`config.mk`:
```
export PLATFORM = sky130hd
export DESIGN_NAME = nes_joypad_poller
export DESIGN_NICKNAME = d
export VERILOG_FILES = /design/src/rtl/nes_joypad_poller.sv
export SDC_FILE = /design/constraint.sdc
export NUM_CORES = 1
export LEC_CHECK = 0
export BUFFER_PORTS_ARGS = -buffer_cell sky130_fd_sc_hd__buf_2
export CORE_ASPECT_RATIO = 2
export CORE_MARGIN = 2
export CORE_UTILIZATION = 30
export DETAILED_ROUTE_END_ITERATION = 8
export GPL_TIMING_DRIVEN = 0
export PLACE_DENSITY = 0.46
export SYNTH_ARGS = -nofsm -noshare
export SYNTH_HDL_FRONTEND = slang
export SYNTH_SLANG_ARGS = --single-unit
```
`constraint.sdc`:
```
create_clock -name clock -period 2.3 [get_ports clock]
set_clock_uncertainty 0.2 [all_clocks]
set_input_delay 0.46 -clock clock [delete_from_list [all_inputs] [get_ports clock]]
set_output_delay 0.46 -clock clock [all_outputs]
set_load 0.01 [all_outputs]
```
`src/rtl/nes_joypad_poller.sv`:
```
// NES joypad poller: periodically latches and clocks a physical NES controller,
// shifts in its 8 active-low button bits plus a presence bit, and presents an
// active-high button byte with a one-cycle valid pulse to the core side.
`timescale 1ns/1ps

module nes_joypad_poller #(
    parameter int unsigned C_clk_hz  = 21477272,
    parameter int unsigned C_poll_hz = 60,
    parameter int unsigned C_half_us = 6
) (
    input  logic       clock,
    input  logic       reset,
    input  logic       i_enable,
    input  logic       i_joy_data,
    output logic       o_joy_strobe,
    output logic       o_joy_clock,
    output logic [7:0] o_buttons,
    output logic       o_present,
    output logic       o_valid
);

    // Derived timing: poll period P and half-bit time T in clock cycles
    localparam longint P_RAW = longint'(C_clk_hz) / longint'(C_poll_hz);
    localparam longint T_RAW = longint'(C_clk_hz) * longint'(C_half_us) / longint'(1000000);
    localparam int     P     = (P_RAW < 1) ? 1 : int'(P_RAW);
    localparam int     T     = (T_RAW < 1) ? 1 : int'(T_RAW);
    localparam int     TWO_T = 2 * T;
    localparam int     PW    = (P > 1) ? $clog2(P) : 1;
    localparam int     TW    = $clog2(TWO_T);

    localparam logic [PW-1:0] P_LAST     = PW'(P - 1);
    localparam logic [TW-1:0] T_LAST     = TW'(T - 1);
    localparam logic [TW-1:0] TWO_T_LAST = TW'(TWO_T - 1);
    localparam logic [3:0]    LAST_BIT   = 4'd8;

    typedef enum logic [2:0] {
        S_IDLE,
        S_LATCH,
        S_LOW,
        S_HIGH,
        S_DONE
    } state_t;

    state_t          state_q, state_d;
    logic [PW-1:0]   pollCnt_q;
    logic [TW-1:0]   phase_q, phase_d;
    logic [3:0]      bit_q, bit_d;
    logic [7:0]      shift_q;
    logic            presentRaw_q;
    logic            sync1_q, sync2_q;
    logic            strobe_q, clk_q, valid_q, present_q;
    logic [7:0]      buttons_q;
    logic            tick;
    logic            sampleNow;

    assign tick      = (pollCnt_q == P_LAST);
    assign sampleNow = (state_q == S_LOW) && (phase_q == T_LAST);

    // Two-flop synchroniser for the asynchronous pad data line (idles high via pull-up)
    always_ff @(posedge clock or posedge reset) begin
        if (reset) begin
            sync1_q <= 1'b1;
            sync2_q <= 1'b1;
        end else begin
            sync1_q <= i_joy_data;
            sync2_q <= sync1_q;
        end
    end

    // Free-running poll counter; its wrap is the scan-start tick
    always_ff @(posedge clock or posedge reset) begin
        if (reset) begin
            pollCnt_q <= '0;
        end else if (tick) begin
            pollCnt_q <= '0;
        end else begin
            pollCnt_q <= pollCnt_q + PW'(1);
        end
    end

    // State, phase timer and bit index registers
    always_ff @(posedge clock or posedge reset) begin
        if (reset) begin
            state_q <= S_IDLE;
            phase_q <= '0;
            bit_q   <= '0;
        end else begin
            state_q <= state_d;
            phase_q <= phase_d;
            bit_q   <= bit_d;
        end
    end

    // Next-state logic: strobe for 2T, then 9 low phases interleaved with 8 clock-high phases
    always_comb begin
        state_d = state_q;
        phase_d = phase_q + TW'(1);
        bit_d   = bit_q;
        unique case (state_q)
            S_IDLE: begin
                phase_d = '0;
                if (tick && i_enable) begin
                    state_d = S_LATCH;
                end
            end
            S_LATCH: begin
                if (phase_q == TWO_T_LAST) begin
                    state_d = S_LOW;
                    phase_d = '0;
                    bit_d   = '0;
                end
            end
            S_LOW: begin
                if (phase_q == T_LAST) begin
                    phase_d = '0;
                    state_d = (bit_q == LAST_BIT) ? S_DONE : S_HIGH;
                end
            end
            S_HIGH: begin
                if (phase_q == T_LAST) begin
                    state_d = S_LOW;
                    phase_d = '0;
                    bit_d   = bit_q + 4'd1;
                end
            end
            S_DONE: begin
                state_d = S_IDLE;
                phase_d = '0;
            end
            default: begin
                state_d = S_IDLE;
                phase_d = '0;
            end
        endcase
    end

    // Capture inverted pad data at the end of each low phase; bit 8 is the presence bit
    always_ff @(posedge clock or posedge reset) begin
        if (reset) begin
            shift_q      <= '0;
            presentRaw_q <= 1'b0;
        end else if (state_q == S_IDLE && state_d == S_LATCH) begin
            shift_q      <= '0;
            presentRaw_q <= 1'b0;
        end else if (sampleNow) begin
            if (bit_q < LAST_BIT) begin
                shift_q[bit_q[2:0]] <= ~sync2_q;
            end else begin
                presentRaw_q <= ~sync2_q;
            end
        end
    end

    // Registered pad pins and core-side results; results only change when a scan completes
    always_ff @(posedge clock or posedge reset) begin
        if (reset) begin
            strobe_q  <= 1'b0;
            clk_q     <= 1'b0;
            valid_q   <= 1'b0;
            buttons_q <= '0;
            present_q <= 1'b0;
        end else begin
            strobe_q <= (state_d == S_LATCH);
            clk_q    <= (state_d == S_HIGH);
            valid_q  <= (state_q == S_DONE);
            if (state_q == S_DONE) begin
                buttons_q <= presentRaw_q ? shift_q : 8'h00;
                present_q <= presentRaw_q;
            end
        end
    end

    assign o_joy_strobe = strobe_q;
    assign o_joy_clock  = clk_q;
    assign o_buttons    = buttons_q;
    assign o_present    = present_q;
    assign o_valid      = valid_q;

endmodule
```
* Word-level counts from Yosys, hierarchy flattened
Cells that the tools add are included.
Word-level totals: bits in registers 57, bits in latches 0, memory bits (writable) 0, memory bits (read-only) 0, bits of input ports 4, output and inout port bits 12, memories kept 0
Cells by class: add/subtract/negate cells 3, multiply operators 0, div/mod/pow operators 0, $lt $le $gt $ge 3, equality and inequality tests 13, shifts and indexed selects 0, muxes and demuxes 23, bitwise logic cells 1, reductions and logical operators 12
Operators by type and width (count):
- 8-bit 2-to-1 mux | 6
- 19-bit by 1-bit adder with 19-bit output, second input constant | 1
- 19-bit equality test, second input constant | 1
- 19-bit 2-to-1 mux | 1
- 8-bit one-hot mux with 2 select lines | 1
- 3-bit 2-to-1 mux | 5
- 3-bit one-hot mux with 4 select lines | 1
- 3-bit by 2-bit equality test with 1-bit output, second input constant | 3
- 8-bit by 1-bit adder with 8-bit output, second input constant | 1
- 8-bit bitwise mux | 1
- 8-bit by 7-bit equality test with 1-bit output, second input constant | 1
- 8-bit equality test, second input constant | 1
- 4-bit 2-to-1 mux | 2
- 4-bit one-hot mux with 2 select lines | 1
- 3-bit by 1-bit equality test with 1-bit output, second input constant | 2
- 2-bit != test, second input constant | 3
- 2-bit nonzero test | 3
- 4-bit by 1-bit adder with 4-bit output, second input constant | 1
- 4-bit equality test, second input constant | 1
- 1-bit logical AND | 4
- 3-bit by 4-bit < comparator with 1-bit output, second input constant | 1
- 4-bit < comparator, second input constant | 1
- 1-bit 2-to-1 mux | 4
- 2-bit AND reduction | 2
- 7 further kinds | 7

* Depth between registers and ports, before layout
depth after elaboration 8, depth in mapped cells 8, depth with buffers taken out 7

* Worst setup path before layout
Ideal clock, no wire load.
path kind register to register, from reg phase_q[0], to reg shift_q[7], arrival time 1492 ps, required time 1961 ps, path slack 469 ps, cell stages (with the launch flop) 7, period minus slack after synthesis 1831 ps, cell sequence dfrtp_1 > ha_1 > clkbuf_1 > nand3_4 > nor4_2 > mux2i_1 > nor2_1
On the way: cells in the longest elaborated chain, start to end 7, elaborated cells between the ends (all ways) 13, those cells by class 3 x eq/ne; 5 x mux; 5 x reduce/logical
Ends and longest elaborated chain:
- start: declaration | line 46 | logic [TW-1:0] phase_q, phase_d;
- start signal: assignment | line 89 | phase_q <= phase_d;
- 8-bit by 7-bit equality test with 1-bit output or 8-bit equality test (tied branches)
- 3-bit 2-to-1 mux (on tied branches) | line 120, 107, 114
- 3-bit one-hot mux with 4 select lines | line 99 | unique case (state_q)
- 3-bit by 1-bit equality test with 1-bit output | line 142 | end else if (state_q == S_IDLE && state_d == S_LATCH) begin
- 1-bit logical AND | line 142
- 2-bit nonzero test (no line)
- 2-bit AND reduction (no line)
- end signal: indexed assignment | line 147 | shift_q[bit_q[2:0]] <= ~sync2_q;
- end: declaration | line 48 | logic [7:0] shift_q;
Several ways; a longest one is shown, not always the timed one. A chain may end at the register's enable or synchronous reset.

* Worst setup path after layout
from reg phase_q[0], to reg phase_q[7]
On the way: cells in the longest elaborated chain, start to end 3, elaborated cells between the ends (all ways) 6, those cells by class 1 x add/sub; 2 x eq/ne; 3 x mux
Ends and longest elaborated chain:
- 8-bit by 1-bit adder with 8-bit output (tied with other cells) | line 97 | phase_d = phase_q + TW'(1);
- 8-bit 2-to-1 mux (on tied branches) | line 114, 120, 107
- 8-bit one-hot mux with 2 select lines * | line 99
- net phase_d[7] | line 46
Mark *: on every way through the listed nets, which the timed path passes. The rest lies on a longest branch.

==> impl_metrics.ini <==
[clocking]
cts_num_sinks = 57
clk_latency_ns = 0.33
path_clk_slew_ns = 0.05
cts_tree = built
cts_buffers = 9
cts.htree.levels = 3
cts_hold_buf = 0
cts_buffer_depth = 2
cts_root_buf = clkbuf_16

[critical_path]
setup.worst_path.end_class = flop
cp.arrival_ns = 2.05
critPathKind = flop to flop
startpoint_type = flop
cp_top_family = compound AO/OA/AOI/OAI gates
path_cells = ha_1 -> clkbuf_1 -> nand4_1 -> a21boi_1 -> a21o_1 -> nor2_1
worstPathRequired_ns = 2.31
cpPeakStageDelay_ns = 0.42
critPathBufInv = 1
crit_path_top_delay_cell = dfrtp_1
path_max_fanout = 8

[timing]
hold_viol_final = 0
post-route-min-period_ns = 2.05
slew_headroom = 0.591
setup_viol_count_final = 0
worst_slew_pin_slew_ns = 0.612
rsz0062_at_grt = no
fmax_mhz = 489
setup_ws_ns = 0.255
post-route-period-util = 0.889
tns_ns = 0
slew_violations = 0

[synth]
syn_inst = 269
synthArstFlopShare = 1.00
synth_cell_type_count = 41
synth_top_area_share = 0.504
synth_edf_count = 0
syn_area_sq_um = 2730
syn_nets = 278
seq_area_frac_synth = 0.523
synth.area.top_cells = dfrtp_1, nor2_1, nand2_1
synth_top_area_cell = dfrtp_1
ys_ff_latch = 57
avgSynthCellArea_sq_um = 10.2
ys_warn_count = 0
ys.flop_type = dfrtp_1

[layout]
drive_gt1_frac = 0.175
synthToLayoutAreaGrowth_pct = 20.9
num_antenna_cells = 0
final_cell_area_sq_um = 3300
num-nets-final = 307
nFillCells = 917
fin_util = 0.369

[pwr]
max-vdd-ir-drop_v = 0.000434
pwr_density_cell_nw_per_um2 = 748
finalPower_mw = 2.47
leakagePower_nw = 1.44

[placed_design]
gp_congestion = 0.762
dpl_cell_area_sq_um = 2950
io_buffers = 15
pre_cts_ws_ns = 0.0685
dp_hpwl_mm = 4.47

[floorplanning]
die_area_sq_um = 9930
core_sq_um = 8950
die_h_microns = 139
ios = 16
start_util = 0.305
die_w_microns = 71.5
row_count = 49

[global_routing]
antenna_found_initial = 0
grt_pass1_vias = 2146
grt_use_met2 = 0.245
met3_usage = 0.0378
grt_max_degree = 33
grt-busiest-layer = met2
grt_use_total = 0.137
grt_first_pass_wirelength_mm = 10.5
use_met1 = 0.141
gr-total-overflow = 0

[route]
finalWirelength_mm = 6.06
post_drt_wl_per_cell_microns = 15.0
viasPerCell = 4.88
drt_iter0_markers = 119
route.detailed.drc = 0
first_pass_iters = 4
vias = 1977
final_antenna_net_count = 0

[worst_hold_path]
hold_class = input port to async pin

[flow_run]
max-cap-violations = 0

[status]
status = finished, final reports clean
-- synthesized netlist by cell type (2+ instances only) --
cell       n
a21o_1     2
a21oi_1    3
a22o_1     3
and3_1     3
and4_1     3
buf_2      4
clkbuf_1   4
dfrtp_1   55
dfstp_2    2
ha_1       5
inv_1     13
mux2i_1    9
nand2_1   30
nand3_1   15
nand3b_1   4
nand4_1    8
nor2_1    33
nor2b_1    3
nor3_1    12
nor4_2     3
o21ai_0   15
o21ai_1    2
xnor2_1   12
xor2_1     9
-- where the power goes --
| part | internal (mW) | switching (mW) | leakage [nW] |
|---|---|---|---|
| clock | 0.946 | 0.486 | 0.155 |
| sequential | 1.01 | 0.000472 | 0.703 |
| combinational | 0.00590 | 0.0238 | 0.582 |
-- metrics by stage --
stage	hold WS, ns	instances
floorplan	0.145	269
global placement	0.147	386
detailed placement	0.148	387
CTS	0.0197	403
global route	0.0155	405
finish	0.00123	405
-- per-layer routing --
layer,vias to the layer above,part of all wire,wire (microns)
met4,0,0.027,161
met5,-,0,0
met2,19,0.56,3410
met1,965,0.39,2340
met3,9,0.025,151
li1,984,-,-
-- cells in the final DEF, fill, tap and decap left out, types with 2 or more instances in the layout --
cell type / synthesis / routed
mux2i_1: 9 / 9
a21oi_1: 3 / 3
nand4_1: 8 / 8
bufinv_16: 0 / 2
clkinv_4: 0 / 2
clkbuf_16: 0 / 9
dfstp_2: 2 / 2
o21ai_1: 2 / 2
buf_12: 0 / 2
xnor2_1: 12 / 12
nand3b_1: 4 / 4
xor2_1: 9 / 9
nor2_1: 33 / 33
nor4_2: 3 / 3
and4_1: 3 / 3
clkinv_2: 0 / 2
ha_1: 5 / 5
nor2b_1: 3 / 3
dfrtp_1: 55 / 55
and3_1: 3 / 3
nand3_1: 15 / 15
a22o_1: 3 / 3
o21ai_0: 15 / 15
buf_2: 4 / 19
nand2_1: 30 / 30
a21o_1: 2 / 2
clkbuf_1: 4 / 4
nor3_1: 12 / 12
inv_1: 13 / 12
-- logic make-up after synthesis --
logic type	share of synthesized area
xor gates and xnor gates	0.0673
buffers and inverters	0.0321
muxes	0.0371
AOI/OAI and AO/OA	0.0573
DFF	0.523
and+or+nand+nor	0.260
adders and majority gates	0.0229
-- state kept, by name, indices dropped and copies added (netlist names) --
signal and cells:
shift_q 8, o_buttons 8, bit_q 4, sync2_q 1
phase_q 8, pollCnt_q 19, o_valid 1, o_joy_clock 1
sync1_q 1, state_q 3, o_present 1, presentRaw_q 1
o_joy_strobe 1
-- final timing paths --
check | depth (start not counted) | slack [ns] | end | from
worst max-delay path | 6 | 0.25 | phase_q[7] | phase_q[0]
worst min-delay path | 2 | 0.001 | pollCnt_q[13] | reset
worst max register to register | 6 | 0.25 | phase_q[7] | phase_q[0]
worst min register to register | 0 | 0.16 | sync2_q | sync1_q
max in group asynchronous | 3 | 1.31 | o_buttons[2] | reset
min in group clock | 1 | 0.03 | sync1_q | i_joy_data
-- repair_timing --
action                     CTS  global route
setup buffers                0             2
setup endpoints to repair    0             2
gates resized for setup      0             1
-- cell type report --
class                      count  area (sq um)  area share
timing repair buffer          18           123      0.0371
buffer                         8          35.0      0.0106
clock inverter                 7          95.1      0.0288
clock buffer                   9           225      0.0682
tap                          102           128      0.0387
inverter                      14          52.6      0.0159
sequential                    57          1430       0.433
multi-input combinational    190          1210       0.368
No activity file was read; power rests on OpenSTA's default activity.
